**src/rtl/timebase_gen_if.sv**
```systemverilog
// Timebase bundle: count enable in, derived 1 s / 0.5 s waves and 10 s count out.
// Latency: n/a (wiring only); backpressure: none, all signals are free-running levels/pulses.
interface timebase_gen_if;
    logic       en_cnt_10s;
    logic       clk_1s;
    logic       tick_1s;
    logic       clk_half;
    logic [3:0] cnt_10s_val;
    logic       cnt_out_10s;

    modport master (
        input  en_cnt_10s,
        output clk_1s, tick_1s, clk_half, cnt_10s_val, cnt_out_10s
    );

    modport slave (
        output en_cnt_10s,
        input  clk_1s, tick_1s, clk_half, cnt_10s_val, cnt_out_10s
    );
endinterface

```
**src/rtl/timebase_gen.sv**
```systemverilog
// Timebase: 1 s and 0.5 s square waves plus a gated 10 s event counter, all on clk.
// Latency: outputs registered, counter advances the edge after tick_1s; backpressure: none.
module timebase_gen #(
    parameter int CLK_HZ    = 1_000_000,
    parameter int TEN_COUNT = 10
) (
    input  logic            clk,
    input  logic            rst,
    timebase_gen_if.master  tb
);
    localparam int HALF_HZ = CLK_HZ / 2;
    localparam int QTR_HZ  = CLK_HZ / 4;
    localparam int DW      = $clog2(HALF_HZ);

    localparam logic [DW-1:0] D1_MAX  = DW'(HALF_HZ - 1);
    localparam logic [DW-1:0] D2_MAX  = DW'(QTR_HZ - 1);
    localparam logic [3:0]    CNT_MAX = 4'(TEN_COUNT - 1);
    localparam logic [3:0]    CNT_PRE = 4'(TEN_COUNT - 2);

    logic [DW-1:0] d1;
    logic [DW-1:0] d2;
    logic          clk_1s_q;
    logic          tick_q;
    logic          half_q;
    logic          half_run;
    logic [3:0]    cnt_q;
    logic          cnt_out_q;

    logic d1_wrap;
    logic d2_wrap;

    assign d1_wrap = (d1 == D1_MAX);
    assign d2_wrap = (d2 == D2_MAX);

    always_ff @(posedge clk) begin
        if (rst) begin
            d1        <= '0;
            d2        <= '0;
            clk_1s_q  <= 1'b0;
            tick_q    <= 1'b0;
            half_q    <= 1'b0;
            half_run  <= 1'b0;
            cnt_q     <= '0;
            cnt_out_q <= 1'b0;
        end else begin
            d1     <= d1_wrap ? '0 : d1 + DW'(1);
            d2     <= d2_wrap ? '0 : d2 + DW'(1);
            tick_q <= d1_wrap & ~clk_1s_q;

            if (d1_wrap) begin
                clk_1s_q <= ~clk_1s_q;
                half_run <= 1'b1;
            end

            // Hold the half-second wave low until the first 1 s rise so both rise together.
            if (d2_wrap && (half_run || d1_wrap))
                half_q <= ~half_q;

            if (tick_q && tb.en_cnt_10s) begin
                cnt_q     <= (cnt_q == CNT_MAX) ? 4'd0 : cnt_q + 4'd1;
                cnt_out_q <= (cnt_q == CNT_PRE);
            end
        end
    end

    assign tb.clk_1s      = clk_1s_q;
    assign tb.tick_1s     = tick_q;
    assign tb.clk_half    = half_q;
    assign tb.cnt_10s_val = cnt_q;
    assign tb.cnt_out_10s = cnt_out_q;
endmodule

```
**src/flat_wrapper.sv**
```systemverilog
// flat-port wrapper written by rule: the top's interface ports become plain ports
module timebase_gen_flat 
#(
    parameter int CLK_HZ    = 1_000_000,
    parameter int TEN_COUNT = 10
)
  (clk, rst, tb_en_cnt_10s, tb_clk_1s, tb_tick_1s, tb_clk_half, tb_cnt_10s_val, tb_cnt_out_10s);
  timebase_gen_if tb_i ();
  input  logic clk;
  input  logic rst;
  input wire logic [$bits(tb_i.en_cnt_10s)-1:0] tb_en_cnt_10s;
  output wire logic [$bits(tb_i.clk_1s)-1:0] tb_clk_1s;
  output wire logic [$bits(tb_i.tick_1s)-1:0] tb_tick_1s;
  output wire logic [$bits(tb_i.clk_half)-1:0] tb_clk_half;
  output wire logic [$bits(tb_i.cnt_10s_val)-1:0] tb_cnt_10s_val;
  output wire logic [$bits(tb_i.cnt_out_10s)-1:0] tb_cnt_out_10s;
  assign tb_i.en_cnt_10s = tb_en_cnt_10s;
  assign tb_clk_1s = tb_i.clk_1s;
  assign tb_tick_1s = tb_i.tick_1s;
  assign tb_clk_half = tb_i.clk_half;
  assign tb_cnt_10s_val = tb_i.cnt_10s_val;
  assign tb_cnt_out_10s = tb_i.cnt_out_10s;
  timebase_gen #(.CLK_HZ(CLK_HZ), .TEN_COUNT(TEN_COUNT)) u_core (.clk(clk), .rst(rst), .tb(tb_i));
endmodule
```
**config.mk**
```make
export PLATFORM = sky130hd
export DESIGN_NAME = timebase_gen_flat
export DESIGN_NICKNAME = d
export VERILOG_FILES = /design/src/rtl/timebase_gen_if.sv /design/src/rtl/timebase_gen.sv /design/src/flat_wrapper.sv
export SDC_FILE = /design/constraint.sdc
export NUM_CORES = 1
export LEC_CHECK = 0
export CAP_MARGIN = 20
export CELL_PAD_IN_SITES_DETAIL_PLACEMENT = 1
export CELL_PAD_IN_SITES_GLOBAL_PLACEMENT = 2
export CORE_UTILIZATION = 33
export CTS_CLUSTER_DIAMETER = 80
export DETAILED_ROUTE_END_ITERATION = 8
export PLACE_DENSITY_LB_ADDON = 0.05
export SYNTH_ARGS = -nofsm -noshare
export SYNTH_HDL_FRONTEND = slang
export SYNTH_SLANG_ARGS = --single-unit
```
**constraint.sdc**
```tcl
create_clock -name clk -period 1.45 [get_ports clk]
set_input_delay 0.435 -clock clk [delete_from_list [all_inputs] [get_ports clk]]
set_output_delay 0.435 -clock clk [all_outputs]
set_load 0.03 [all_outputs]
```
Yosys cells after proc, flatten, opt, wreduce, memory -nomap -nowiden. Index checks and enable logic that the tools add are counted.

Register bits: 47. Latch bits: 0. Memory bits (writable): 0. Bits in read-only memories: 0. Input port bits: 3. Logic and storage cells: 24. Memories kept: 0.

Add/sub/neg operators: 3. Multiply operators: 0. Div/mod/pow operators: 0. Order comparisons: 0. Equality and inequality tests: 4. Shift-type cells: 0. Mux-type cells: 1. Bitwise gates (word level): 3. Reductions and logical operators: 5.

Operator list (count): adder 19 x 1 -> 19 bit, second input constant (2); equality test 19 x 18 -> 1 bit, second input constant (1); equality test 19 bit, second input constant (1); equality test 4 bit, second input constant (2); adder 4 x 1 -> 4 bit, second input constant (1); 2-to-1 mux 4 bit (1); OR reduction 2 bit (2); logical AND 1 bit (2); NOT 1 bit (2); AND 1 bit (1); logical OR 1 bit (1).

Logic depth before layout (Yosys ltp).
Depth after elaboration: 3. Mapped depth: 7. Gate-level depth less buffers: 5.

Worst setup path before layout. No wires, ideal clock.

Path kind: register to register. Start point: register u_core.d1[0]. End point: register u_core.d1[16]. Setup time: 70 ps. Arrival time: 1542 ps. Data required time: 1380 ps. Slack: -162 ps. Stages on the path, launching flop included: 6. Period minus slack after synthesis: 1612 ps. Cells stage by stage: dfxtp_1 ha_1 nand4_2 or2_1 or4_1 a21oi_1.

Word-level cells in the longest chain between the ends: 2. Elaborated cells between the ends (all ways): 3. Those cells by class: add/sub (1); eq/ne (1); reduce/logical (1).

RTL lines: from (decl) (RTL line timebase_gen.sv:20) `logic [DW-1:0] d1;`; from (signal assigned) (RTL line timebase_gen.sv:46) `d1 <= d1_wrap ? '0 : d1 + DW'(1);`; parallel branches: the longest is 2 deep, another holds adder 19 x 1 -> 19 bit.

Parallel ways; which one is timed is not known. A chain may end at the register's enable or synchronous reset.

Worst setup path after layout.
Start point: register u_core.d1[11]. End point: register u_core.clk_1s_q (netlist: u_core.tb.clk_1s).

Word-level cells in the longest chain between the ends: 1.

RTL lines: equality test 19 bit (RTL line timebase_gen.sv:32) `assign d1_wrap = (d1 == D1_MAX);`; to (signal assigned) (RTL line timebase_gen.sv:51) `clk_1s_q <= ~clk_1s_q;`; to (decl) (RTL line timebase_gen.sv:22) `logic clk_1s_q;`.

Every way passes these cells.

==> impl_table.tex <==
\begin{tabular}{lr}
\hline
Metric & Value \\
\hline
\multicolumn{2}{l}{\textbf{Status}} \\
Result of the run & finished with violations \\
Failing checks & setup timing \\
\multicolumn{2}{l}{\textbf{Yosys}} \\
Async set or reset register ratio after synthesis & 0\% \\
Avg Synthesized Cell Area & 8.84 um2 \\
Combined area of all synthesized cells & 2130 um2 \\
Yosys warnings & 0 \\
Count of flip-flops with a built-in enable after synthesis & 0 \\
Syn Nets & 246 \\
Flip-flop cell with the highest count after synthesis & sky130\_fd\_sc\_hd\_\_dfxtp\_1 \\
FF+latch count, synth & 47 \\
Sequential element share of the synthesized area & 44.2\% \\
Count of different cell masters after synthesis & 34 \\
Synthesized instance count & 241 \\
\multicolumn{2}{l}{\textbf{Clocking}} \\
Clock tree from TritonCTS & yes \\
TritonCTS Buffers & 5 \\
Clk pin slew, worst setup/hold paths & 0.08 ns \\
H-tree depth & 2 \\
Post-CTS Hold Fix Bufs & 0 \\
Clock buffer depth & 2 \\
Clk Tree Root Cell & sky130\_fd\_sc\_hd\_\_clkbuf\_8 \\
Skew-Pair Late Insertion Delay & 0.30 ns \\
CTS sink cnt & 47 \\
\multicolumn{2}{l}{\textbf{Final layout}} \\
Area of all placed cells without fillers & 3100 um2 \\
Total number of nets in the final design & 318 \\
Area of combinational cells with multiple inputs & 1350 um2 \\
Area occupied by registers & 987 um2 \\
Final non-filler cell total & 389 \\
Layout cell share with drive strength beyond 1 & 40.1\% \\
Commonest non-fill, non-tap cell in the layout & sky130\_fd\_sc\_hd\_\_buf\_4 \\
Layout overhead on the synthesized area & 45.4\% \\
Core Util, Final & 51.1\% \\
Highest-count cells in the layout ignoring fill and taps & sky130\_fd\_sc\_hd\_\_buf\_4 (63), sky130\_fd\_sc\_hd\_\_nor2\_1 (30), sky130\_fd\_sc\_hd\_\_dfxtp\_1 (26) \\
Antenna Diode Count & 0 \\
Filler Cells Inserted & 695 \\
\multicolumn{2}{l}{\textbf{Floorplanning}} \\
Top-level port count & 11 \\
Effective utilization at floorplan & 35.1\% \\
Count of standard-cell rows & 28 \\
Die Outline Area & 6780 um2 \\
Die extent in y & 82.3 um \\
Die Span X & 82.3 um \\
Area of the core & 6060 um2 \\
\multicolumn{2}{l}{\textbf{Power and ir drop}} \\
Power density relative to cell area & 710 nW/um2 \\
Worst ir drop on vdd & 0.000345 V \\
Power consumption & 2.20 mW \\
Static leakage power & 1.12 nW \\
\multicolumn{2}{l}{\textbf{Run}} \\
Max Cap Viol & 0 \\
\multicolumn{2}{l}{\textbf{Place}} \\
Post-placement cell area & 2790 um2 \\
Cells after DPL & 372 \\
DP HPWL & 3970 um \\
Gp weighted congestion & 0.762 \\
Number of buffer cells added on primary ports & 10 \\
\multicolumn{2}{l}{\textbf{Setup path}} \\
CP Data Required Time & 1.68 ns \\
R2r setup slk & -0.06 ns \\
Crit path launch type & flip-flop \\
Cell family with the largest share of critical-path delay & simple AND/OR/NAND/NOR gates \\
Highest cell delay on the worst timing path & 0.36 ns \\
Slowest library cell on the worst path & sky130\_fd\_sc\_hd\_\_dfxtp\_4 \\
CP bufs+invs & 1 \\
Biggest fanout along the worst timing path & 3 \\
Worst endpoint data arrival time & 1.74 ns \\
Cells along the critical path & buf\_6, nor4b\_4, nand4\_1, or3\_1, a21oi\_1 \\
Startpoint-to-endpoint class of the critical path & reg -> reg \\
Category of the worst setup path capture point & flip-flop \\
\multicolumn{2}{l}{\textbf{Min path}} \\
Worst hold path type & reg -> reg \\
\multicolumn{2}{l}{\textbf{Timing}} \\
Final clock skew & 0.00417 ns \\
Max-slew headroom at the worst pin & 78.5\% \\
Transition time of the tightest slew-check pin & 0.319 ns \\
Unrepaired setup endpoints after global routing & yes \\
Number of pins exceeding their max-slew limit in the final report & 0 \\
Period Utilization, post-route & 104\% \\
Period minus WS final & 1.51 ns \\
Max frequency & 0.661 GHz \\
Final setup violation count & 36 \\
PnR worst setup slack & -0.0621 ns \\
Final Hold Violating Endpoints & 0 \\
WHS & 0.457 ns \\
\multicolumn{2}{l}{\textbf{Routing}} \\
Wire length reported by the detailed router & 5540 um \\
Via-to-Cell Ratio & 5.15 \\
Detailed-route DRC error count & 0 \\
Number of violations reported at the end of detailed-routing iteration 0 & 36 \\
Via count & 2005 \\
Remaining number of nets flagged by the antenna check after routing & 0 \\
Wire per inst & 14.2 um \\
Number of detailed-routing iterations run before antenna repair & 4 \\
\multicolumn{2}{l}{\textbf{Global routing}} \\
Wire length of the first global-routing pass & 9240 um \\
Number of antenna violations at the first check in global routing & 0 \\
Overflow left after global routing & 0 \\
Total Routing Usage GR & 17.9\% \\
Number of global-route vias before repair & 2027 \\
Maximum number of pins on one net before global-route repair & 20 \\
\hline
\end{tabular}
## metal layers
layer  track usage, %  routed length (um)
met4             5.79                  51
met3             3.30                 101
met2             31.9                2770
met5                0                   0
met1             21.5                2620
## cells in the mapped netlist (2+ instances only)
cell | count | share of area (%)
sky130_fd_sc_hd__nand3_1 | 12 | 2.8
sky130_fd_sc_hd__nor2b_1 | 3 | 0.88
sky130_fd_sc_hd__nand2_1 | 14 | 2.5
sky130_fd_sc_hd__o31ai_1 | 7 | 2.5
sky130_fd_sc_hd__nor3b_1 | 3 | 1.1
sky130_fd_sc_hd__nand4_2 | 2 | 1.2
sky130_fd_sc_hd__a21oi_1 | 15 | 3.5
sky130_fd_sc_hd__nor3_1 | 7 | 1.6
sky130_fd_sc_hd__or4_1 | 7 | 2.5
sky130_fd_sc_hd__ha_1 | 2 | 1.2
sky130_fd_sc_hd__nor4b_1 | 2 | 0.82
sky130_fd_sc_hd__inv_1 | 6 | 1.1
sky130_fd_sc_hd__or3_1 | 6 | 1.8
sky130_fd_sc_hd__xnor2_1 | 11 | 4.5
sky130_fd_sc_hd__o21ai_0 | 8 | 1.9
sky130_fd_sc_hd__xor2_1 | 14 | 5.8
sky130_fd_sc_hd__nand4_1 | 14 | 4.1
sky130_fd_sc_hd__dfxtp_1 | 47 | 44
sky130_fd_sc_hd__buf_2 | 4 | 0.94
sky130_fd_sc_hd__nand3_2 | 2 | 0.94
sky130_fd_sc_hd__and3_1 | 4 | 1.2
sky130_fd_sc_hd__nor4_1 | 5 | 1.5
sky130_fd_sc_hd__o21ai_2 | 2 | 0.82
sky130_fd_sc_hd__nor2_1 | 30 | 5.3
sky130_fd_sc_hd__and4_1 | 5 | 2.1
## cells by family (layout without fill, tap and decap cells)
kind of cell	Yosys count	after routing	synth area share (%)
simple gates	120	121	31.9
xor+xnor	25	25	10.3
fa+ha+maj	2	2	1.17
flops	47	47	44.2
mux	1	1	0.470
buf+inv	12	84	2.53
compound gates	34	34	9.46
## registers in the layout (all words and copies together), names as in the netlist
signal                 count
u_core.tb.cnt_out_10s      1
u_core.tb.clk_half         1
u_core.tb.clk_1s           1
u_core.tb.cnt_10s_val      4
u_core.tb.tick_1s          1
u_core.d2                 19
u_core.d1                 19
u_core.half_run            1
## stage by stage
step / setup TNS, ns / setup slack, ns
after detailed placement: -2.84 / -0.173
after floorplan: -0.0957 / -0.0126
after global routing: -4.48 / -0.170
after CTS: -0.233 / -0.0517
final: -1.01 / -0.0621
after global placement: -1.36 / -0.0788
## where the power goes
part	internal, mW	switching (mW)
logic	0.0592	0.0514
clock network	0.344	0.434
registers	1.29	0.0176
total	1.70	0.503
## worst paths after layout
path,to,depth (start not counted),start
worst max-delay path,u_core.tb.clk_1s,5,u_core.d1[11]
worst min-delay path,u_core.d1[0],1,u_core.d1[0]
worst max register to register,u_core.tb.clk_1s,5,u_core.d1[11]
worst min register to register,u_core.d1[0],1,u_core.d1[0]
## cell type report
cell class / instances / area share [%]
inverter: 6 / 0.727
tap: 75 / 3.03
clock buffer: 8 / 2.59
timing repair buffer: 70 / 18.3
sequential: 47 / 31.9
multi-input combinational: 183 / 43.5
## what timing repair did
item,CTS,global route
endpoints found under the hold margin,0,0
buffers inserted,3,5
pin swaps,4,9
setup endpoints to repair,39,38
gates cloned,0,1
gates resized for setup,27,14
Note: power is estimated with default switching activity, not from simulation.
